--- src/rtl/decode_stage_pkg.sv ---
// Shared decode definitions: opcode and ALU operation encodings, operand-B
// select codes and the control bundle carried from decode into execute.
package decode_pkg;

    typedef enum logic [3:0] {
        OP_NOP  = 4'h0,
        OP_ADD  = 4'h1,
        OP_SUB  = 4'h2,
        OP_AND  = 4'h3,
        OP_OR   = 4'h4,
        OP_BGT  = 4'h5,
        OP_BEQ  = 4'h6,
        OP_B    = 4'h7,
        OP_MOV  = 4'h8,
        OP_ADDI = 4'h9,
        OP_CMP  = 4'hA,
        OP_LSL  = 4'hB,
        OP_LSR  = 4'hC,
        OP_LDR  = 4'hD,
        OP_STR  = 4'hE,
        OP_RSVD = 4'hF
    } opcode_e;

    typedef enum logic [2:0] {
        ALU_ADD = 3'b000,
        ALU_SUB = 3'b001,
        ALU_AND = 3'b010,
        ALU_OR  = 3'b011,
        ALU_LSL = 3'b100,
        ALU_LSR = 3'b101
    } aluop_e;

    // Operand-B select: rd2, rd3, sign-extended imm[7:0], zero-extended imm[11:0]
    localparam logic [1:0] RI_RD2    = 2'b00;
    localparam logic [1:0] RI_RD3    = 2'b01;
    localparam logic [1:0] RI_SIMM8  = 2'b10;
    localparam logic [1:0] RI_ZIMM12 = 2'b11;

    typedef struct packed {
        logic   wbs;
        logic   wme;
        logic   mm;
        aluop_e alu_op;
        logic   wm;
        logic   am;
        logic   ni;
    } ctrl_t;

    localparam ctrl_t CTRL_NOP = '{1'b0, 1'b0, 1'b0, ALU_ADD, 1'b0, 1'b0, 1'b0};

endpackage

--- src/rtl/decode_stage_if.sv ---
// Decode-stage bus: fetched instruction, flags and operands in; IF/ID contents,
// combinational operand/writeback controls and registered execute controls out.
interface decode_stage_if #(
    parameter int INSTR_W = 16,
    parameter int DATA_W  = 16
);
    logic [INSTR_W-1:0] instruction_in;
    logic               flagN;
    logic               flagZ;
    logic [DATA_W-1:0]  srcA_in;
    logic [DATA_W-1:0]  srcB_in;

    logic [INSTR_W-1:0] instruction_decode;
    logic [1:0]         ri;
    logic               wre;
    logic               wbs_execute;
    logic               wme_execute;
    logic               mm_execute;
    logic               wm_execute;
    logic               am_execute;
    logic               ni_execute;
    logic [2:0]         ALUop_execute;
    logic [DATA_W-1:0]  srcA_execute;
    logic [DATA_W-1:0]  srcB_execute;

    modport master (
        output instruction_in, flagN, flagZ, srcA_in, srcB_in,
        input  instruction_decode, ri, wre,
        input  wbs_execute, wme_execute, mm_execute, wm_execute, am_execute, ni_execute,
        input  ALUop_execute, srcA_execute, srcB_execute
    );

    modport slave (
        input  instruction_in, flagN, flagZ, srcA_in, srcB_in,
        output instruction_decode, ri, wre,
        output wbs_execute, wme_execute, mm_execute, wm_execute, am_execute, ni_execute,
        output ALUop_execute, srcA_execute, srcB_execute
    );
endinterface

--- src/rtl/decode_stage_control_decoder.sv ---
// Purely combinational opcode decoder; branch condition resolves from the live
// flags so a flag change is visible in the same cycle.
module control_decoder
    import decode_pkg::*;
(
    input  logic [3:0] opcode,
    input  logic       flag_n,
    input  logic       flag_z,
    output ctrl_t      ctrl,
    output logic [1:0] ri,
    output logic       wre
);

    always_comb begin
        ctrl = CTRL_NOP;
        ri   = RI_RD2;
        wre  = 1'b0;
        case (opcode_e'(opcode))
            OP_ADD:  begin ctrl.alu_op = ALU_ADD; wre = 1'b1; end
            OP_SUB:  begin ctrl.alu_op = ALU_SUB; wre = 1'b1; end
            OP_AND:  begin ctrl.alu_op = ALU_AND; wre = 1'b1; end
            OP_OR:   begin ctrl.alu_op = ALU_OR;  wre = 1'b1; end
            OP_BGT:  begin ri = RI_ZIMM12; ctrl.ni = ~flag_n & ~flag_z; end
            OP_BEQ:  begin ri = RI_ZIMM12; ctrl.ni = flag_z; end
            OP_B:    begin ri = RI_ZIMM12; ctrl.ni = 1'b1; end
            OP_MOV:  begin ri = RI_SIMM8; wre = 1'b1; ctrl.am = 1'b1; end
            OP_ADDI: begin ri = RI_SIMM8; wre = 1'b1; end
            OP_CMP:  ctrl.alu_op = ALU_SUB;
            OP_LSL:  begin ctrl.alu_op = ALU_LSL; ri = RI_SIMM8; wre = 1'b1; end
            OP_LSR:  begin ctrl.alu_op = ALU_LSR; ri = RI_SIMM8; wre = 1'b1; end
            OP_LDR:  begin ri = RI_SIMM8; wre = 1'b1; ctrl.wbs = 1'b1; ctrl.mm = 1'b1; end
            OP_STR:  begin ri = RI_SIMM8; ctrl.wme = 1'b1; ctrl.mm = 1'b1; ctrl.wm = 1'b1; end
            default: ;
        endcase
    end

endmodule

--- src/rtl/decode_stage.sv ---
// Decode stage: IF/ID register, control decoder and ID/EX register.
// Optional DECODE_STAGE_FLUSH_EN adds a flush input that bubbles both registers.
module decode_stage
    import decode_pkg::*;
#(
    parameter int INSTR_W = 16,
    parameter int DATA_W  = 16
) (
    input  logic clk,
    input  logic rst,
`ifdef DECODE_STAGE_FLUSH_EN
    input  logic flush,
`endif
    decode_stage_if.slave bus
);

    logic [INSTR_W-1:0] instr_p1;
    ctrl_t              ctrl_p1;
    ctrl_t              ctrl_p2;
    logic [DATA_W-1:0]  srcA_p2;
    logic [DATA_W-1:0]  srcB_p2;

    control_decoder u_dec (
        .opcode (instr_p1[INSTR_W-1 -: 4]),
        .flag_n (bus.flagN),
        .flag_z (bus.flagZ),
        .ctrl   (ctrl_p1),
        .ri     (bus.ri),
        .wre    (bus.wre)
    );

    // p1: IF/ID and p2: ID/EX boundaries; reset wins over flush
    always_ff @(posedge clk) begin
        if (rst) begin
            instr_p1 <= '0;
            ctrl_p2  <= CTRL_NOP;
            srcA_p2  <= '0;
            srcB_p2  <= '0;
        end
`ifdef DECODE_STAGE_FLUSH_EN
        else if (flush) begin
            instr_p1 <= '0;
            ctrl_p2  <= CTRL_NOP;
            srcA_p2  <= '0;
            srcB_p2  <= '0;
        end
`endif
        else begin
            instr_p1 <= bus.instruction_in;
            ctrl_p2  <= ctrl_p1;
            srcA_p2  <= bus.srcA_in;
            srcB_p2  <= bus.srcB_in;
        end
    end

    assign bus.instruction_decode = instr_p1;
    assign bus.wbs_execute        = ctrl_p2.wbs;
    assign bus.wme_execute        = ctrl_p2.wme;
    assign bus.mm_execute         = ctrl_p2.mm;
    assign bus.ALUop_execute      = ctrl_p2.alu_op;
    assign bus.wm_execute         = ctrl_p2.wm;
    assign bus.am_execute         = ctrl_p2.am;
    assign bus.ni_execute         = ctrl_p2.ni;
    assign bus.srcA_execute       = srcA_p2;
    assign bus.srcB_execute       = srcB_p2;

endmodule

--- src/flat_wrapper.sv ---
// flat-port wrapper written by rule: the top's interface ports become plain ports
module decode_stage_flat import decode_pkg::*;
#(
    parameter int INSTR_W = 16,
    parameter int DATA_W  = 16
)
  (clk, rst, bus_instruction_in, bus_flagN, bus_flagZ, bus_srcA_in, bus_srcB_in, bus_instruction_decode, bus_ri, bus_wre, bus_wbs_execute, bus_wme_execute, bus_mm_execute, bus_wm_execute, bus_am_execute, bus_ni_execute, bus_ALUop_execute, bus_srcA_execute, bus_srcB_execute);
  decode_stage_if #(.INSTR_W(INSTR_W), .DATA_W(DATA_W)) bus_i ();
  input  logic clk;
  input  logic rst;
  input wire logic [$bits(bus_i.instruction_in)-1:0] bus_instruction_in;
  input wire logic [$bits(bus_i.flagN)-1:0] bus_flagN;
  input wire logic [$bits(bus_i.flagZ)-1:0] bus_flagZ;
  input wire logic [$bits(bus_i.srcA_in)-1:0] bus_srcA_in;
  input wire logic [$bits(bus_i.srcB_in)-1:0] bus_srcB_in;
  output wire logic [$bits(bus_i.instruction_decode)-1:0] bus_instruction_decode;
  output wire logic [$bits(bus_i.ri)-1:0] bus_ri;
  output wire logic [$bits(bus_i.wre)-1:0] bus_wre;
  output wire logic [$bits(bus_i.wbs_execute)-1:0] bus_wbs_execute;
  output wire logic [$bits(bus_i.wme_execute)-1:0] bus_wme_execute;
  output wire logic [$bits(bus_i.mm_execute)-1:0] bus_mm_execute;
  output wire logic [$bits(bus_i.wm_execute)-1:0] bus_wm_execute;
  output wire logic [$bits(bus_i.am_execute)-1:0] bus_am_execute;
  output wire logic [$bits(bus_i.ni_execute)-1:0] bus_ni_execute;
  output wire logic [$bits(bus_i.ALUop_execute)-1:0] bus_ALUop_execute;
  output wire logic [$bits(bus_i.srcA_execute)-1:0] bus_srcA_execute;
  output wire logic [$bits(bus_i.srcB_execute)-1:0] bus_srcB_execute;
  assign bus_i.instruction_in = bus_instruction_in;
  assign bus_i.flagN = bus_flagN;
  assign bus_i.flagZ = bus_flagZ;
  assign bus_i.srcA_in = bus_srcA_in;
  assign bus_i.srcB_in = bus_srcB_in;
  assign bus_instruction_decode = bus_i.instruction_decode;
  assign bus_ri = bus_i.ri;
  assign bus_wre = bus_i.wre;
  assign bus_wbs_execute = bus_i.wbs_execute;
  assign bus_wme_execute = bus_i.wme_execute;
  assign bus_mm_execute = bus_i.mm_execute;
  assign bus_wm_execute = bus_i.wm_execute;
  assign bus_am_execute = bus_i.am_execute;
  assign bus_ni_execute = bus_i.ni_execute;
  assign bus_ALUop_execute = bus_i.ALUop_execute;
  assign bus_srcA_execute = bus_i.srcA_execute;
  assign bus_srcB_execute = bus_i.srcB_execute;
  decode_stage #(.INSTR_W(INSTR_W), .DATA_W(DATA_W)) u_core (.clk(clk), .rst(rst), .bus(bus_i));
endmodule
--- config.mk ---
export PLATFORM = sky130hd
export DESIGN_NAME = decode_stage_flat
export DESIGN_NICKNAME = d
export VERILOG_FILES = /design/src/rtl/decode_stage_pkg.sv /design/src/rtl/decode_stage_if.sv /design/src/rtl/decode_stage_control_decoder.sv /design/src/rtl/decode_stage.sv /design/src/flat_wrapper.sv
export SDC_FILE = /design/constraint.sdc
export NUM_CORES = 1
export LEC_CHECK = 0
export ABC_AREA = 1
export BUFFER_PORTS_ARGS = -buffer_cell sky130_fd_sc_hd__buf_2
export CORE_ASPECT_RATIO = 2
export CORE_MARGIN = 5
export CORE_UTILIZATION = 41
export DETAILED_ROUTE_END_ITERATION = 6
export HOLD_SLACK_MARGIN = 0.05
export PLACE_DENSITY = 0.86
export SKIP_LAST_GASP = 1
export SLEW_MARGIN = 20
export SYNTH_ARGS = -nofsm -noshare
export SYNTH_HDL_FRONTEND = slang
export SYNTH_SLANG_ARGS = --single-unit
--- constraint.sdc ---
create_clock -name clk -period 1.1 [get_ports clk]
set_input_delay 0.11 -clock clk [delete_from_list [all_inputs] [get_ports clk]]
set_output_delay 0.11 -clock clk [all_outputs]
set_load 0.02 [all_outputs]
==> summary.md <==
| Metric | Value |
|---|---|
| Outcome | finished, violations left |
| Failing checks | negative setup slack |
| Die area | 5642 um^2 |
| Slew @ Worst Pin | 0.3330 ns |
| N_diodes | 0 |
| Clock Sinks | 56 |
| Initial antenna violation count | 0 |
| DIE HEIGHT | 101.3 um |
| Final Net Count | 421 |
| Die width | roughly 56 um |
| FF-to-FF End | u_core.bus.wbs_execute |
| Worst vdd ir | around 1100 uV |
| Final Hold Vio Count | 0 |
| Largest net degree at the start of global routing | 30 |
| Setup tns final | -0.7863 ns |
| Final min period | ~1.4 ns |
| Final number of setup-violating endpoints | 3 |
| Clock skew | approximately 0.0054 ns |
| IO Pins | 112 |
| Layout Cells excl Fill | 422 |
| Max-cap viol count | 0 |
| Startpoint Class | flop |
| Place WS | slightly above 0.04 ns |
| Clk slew on worst S/H paths | roughly 0.10 ns |
| Reg-to-reg critical path startpoint | u_core.bus.instruction_decode[13] |
| CTS buffer count | 5 |
| Required @ worst endpoint | roughly 0.99 ns |
| CTS tree | done |
| Post-route setup slack | -0.2966 ns |
| Wire per inst | roughly 12 um |
| Syn avg cell area | 8.467 um^2 |
| Dpl cells | roughly 360 |
| Share of cells above drive strength 1 | 38.65% |
| Seq/Total Area, Yosys | 65.54% |
| DP Wirelength | around 3300 um |
| Max-slew headroom | about 78% |
| FF-to-FF path depth | 6 |
| Worst R2R Setup Slack | ~0.07 ns |
| Total wire length | 5167 um |
| Count of cell types in the netlist | 14 |
| Crit path arrival time | roughly 1.3 ns |
| Post-Syn Area | around 1700 um^2 |
| Core Box Area | 4088 um^2 |
| Post-synthesis sequential element count | between 50 and 60 |
| H-tree depth | 2 |
| First-pass GRT wire length | between 8000 and 9000 um |
| Final cycle utilization of the critical path | 127.0% |
| RD Place Congestion | 0.7121 |
| Yosys warns | 0 |
| GRT Resource Usage Total | between 10% and 20% |
| Total chip power | just under 4 mW |
| WHS | ~0.077 ns |
| # DRC | 0 |
| Area growth syn-to-layout | 75.86% |
| Placement Rows | 33 |
| Maximum clock rate | between 700 and 800 MHz |
| Total global routing overflow | 0 |
| Port Buffers | roughly 110 |
| Power Density | approximately 1300 nW/um^2 |
| Cells after Synth | roughly 200 |
| Largest area contributor in the netlist | dfxtp_1 |
| Max Root-Sink Buffers | 2 |
| Top cell type's share of synthesized area | around 66% |
| Synth area leaders | dfxtp_1 (66%), nor2_1 (13%), inv_1 (12%) |
| Nature of the critical path endpoint | output pin |
| CP Launch Point | u_core.bus.instruction_decode[13] |
| Clk root buf | clkbuf_8 |
| Detailed Route Iter0 Violations | 26 |
| Lkg Pwr | 1.692 nW |
| Syn Nets | roughly 250 |
| Worst setup path endpoint | bus_wre |
| Worst-Skew Late Latency | about 0.30 ns |
| Max-slew violations | 0 |
| Hold Crit Class | input port to flop |
| Avg Vias per Cell | 4.218 |
| Final ANT Viol Nets | 0 |
| Pre-antenna DRT Iters | 4 |
| Critical path type | flop to output pin |
| Initial Util | between 40% and 50% |
| Via count | approximately 1800 |
| RSZ-0062 raised after global routing | true |
| Crit Path Max Fanout | 7 |
| Via count of the first global-routing pass | around 1900 |
[Yosys cell counts]
| library cell | n |
|---|---|
| a21oi_1 | 1 |
| buf_2 | 6 |
| nand3_1 | 1 |
| nor3_1 | 3 |
| o21ai_0 | 4 |
| nor2_1 | 61 |
| nand4_1 | 1 |
| dfxtp_1 | 56 |
| inv_2 | 1 |
| nor2_4 | 2 |
| o21ai_1 | 1 |
| nand2_1 | 10 |
| buf_4 | 1 |
| inv_1 | 54 |
[placed cells by master (no fill, tap or decap)]
cell type	count
a21oi_1	1
buf_6	3
nor2_2	4
clkinvlp_4	2
nor2_1	56
nand2_1	8
inv_2	2
buf_12	1
dfxtp_1	52
nand4_1	1
buf_2	107
dlygate4sd3_1	48
buf_4	8
dfxtp_4	4
nand3_2	1
inv_1	53
nor3_1	3
nor2_4	3
nand2_2	2
o21ai_0	4
o21ai_1	1
clkbuf_8	6
[power breakdown]
group	switching (mW)	internal [mW]
registers	0.0372	2.12
clock network	0.623	0.510
logic	0.354	0.332
total	1.01	2.96
[logic make-up (layout without fill, tap and decap cells)]
family	count (synthesis)	after routing	share of synthesized area [%]
and+or+nand+nor	78	78	18.43
DFF	56	56	65.55
AOI/OAI and AO/OA	6	6	1.755
buffers and inverters	62	230	14.26
[timing repair]
action / CTS / global route
buffers inserted: 3 / 0
cloned: 0 / 0
setup endpoints to repair: 3 / 4
gates resized for setup: 9 / 12
hold buffers: 48 / 0
pin swaps: 4 / 4
hold endpoints to repair: 48 / 0
[critical path, cell delays in order, from the launching register on]
cell     delay (ns)
dfxtp_4        0.39
inv_2          0.05
nand2_1        0.05
nor2_1         0.18
inv_1          0.09
nand4_1        0.08
buf_4          0.14
[worst min-delay path by stage]
stage          slack, ns              startpoint                                 to  cells past startpoint
6_report            0.08               bus_flagZ              u_core.bus.ni_execute                      3
5_1_grt             0.07               bus_flagN              u_core.bus.ni_execute                      4
4_1_cts             0.07               bus_flagZ              u_core.bus.ni_execute                      3
3_5_place_dp        0.32  bus_instruction_in[11]  u_core.bus.instruction_decode[11]                      3
3_3_place_gp        0.31         bus_srcA_in[13]        u_core.bus.srcA_execute[13]                      3
2_1_floorplan       0.21  bus_instruction_in[12]  u_core.bus.instruction_decode[12]                      2
[registers in the layout (all words and copies together) (netlist names)]
signal and cells:
u_core.bus.mm_execute 1, u_core.bus.wbs_execute 1, u_core.bus.ALUop_execute 3, u_core.bus.wme_execute 1, u_core.bus.am_execute 1, u_core.bus.srcB_execute 16
u_core.bus.ni_execute 1, u_core.bus.instruction_decode 16, u_core.bus.srcA_execute 16
[stage by stage]
step / utilization, % / cell area (um^2)
floorplan: - / 1715
global placement: 57.45 / 2349
detailed placement: 57.45 / 2349
CTS: 72.76 / 2974
global route: 73.58 / 3008
finish: 73.58 / 3008
[metal layers]
metal	wire length, um	share of wire (%)	track usage (%)
met1	1764	34	16.48
met2	2949	57	36.68
met3	298	5.8	4.082
met4	155	3.0	10.49
met5	0	0	0
[area by class of cell]
cell class / instances / area [um^2]
repair buffers: 167 / 1130
flip-flops and latches: 56 / 1136
clock inverters: 2 / 15.01
clock buffers: 6 / 82.58
inverters: 55 / 206.4
multi-input cells: 84 / 372.9
well taps: 52 / 65.06
fillers: 301 / 1080
(Power assumes the default switching activity.)
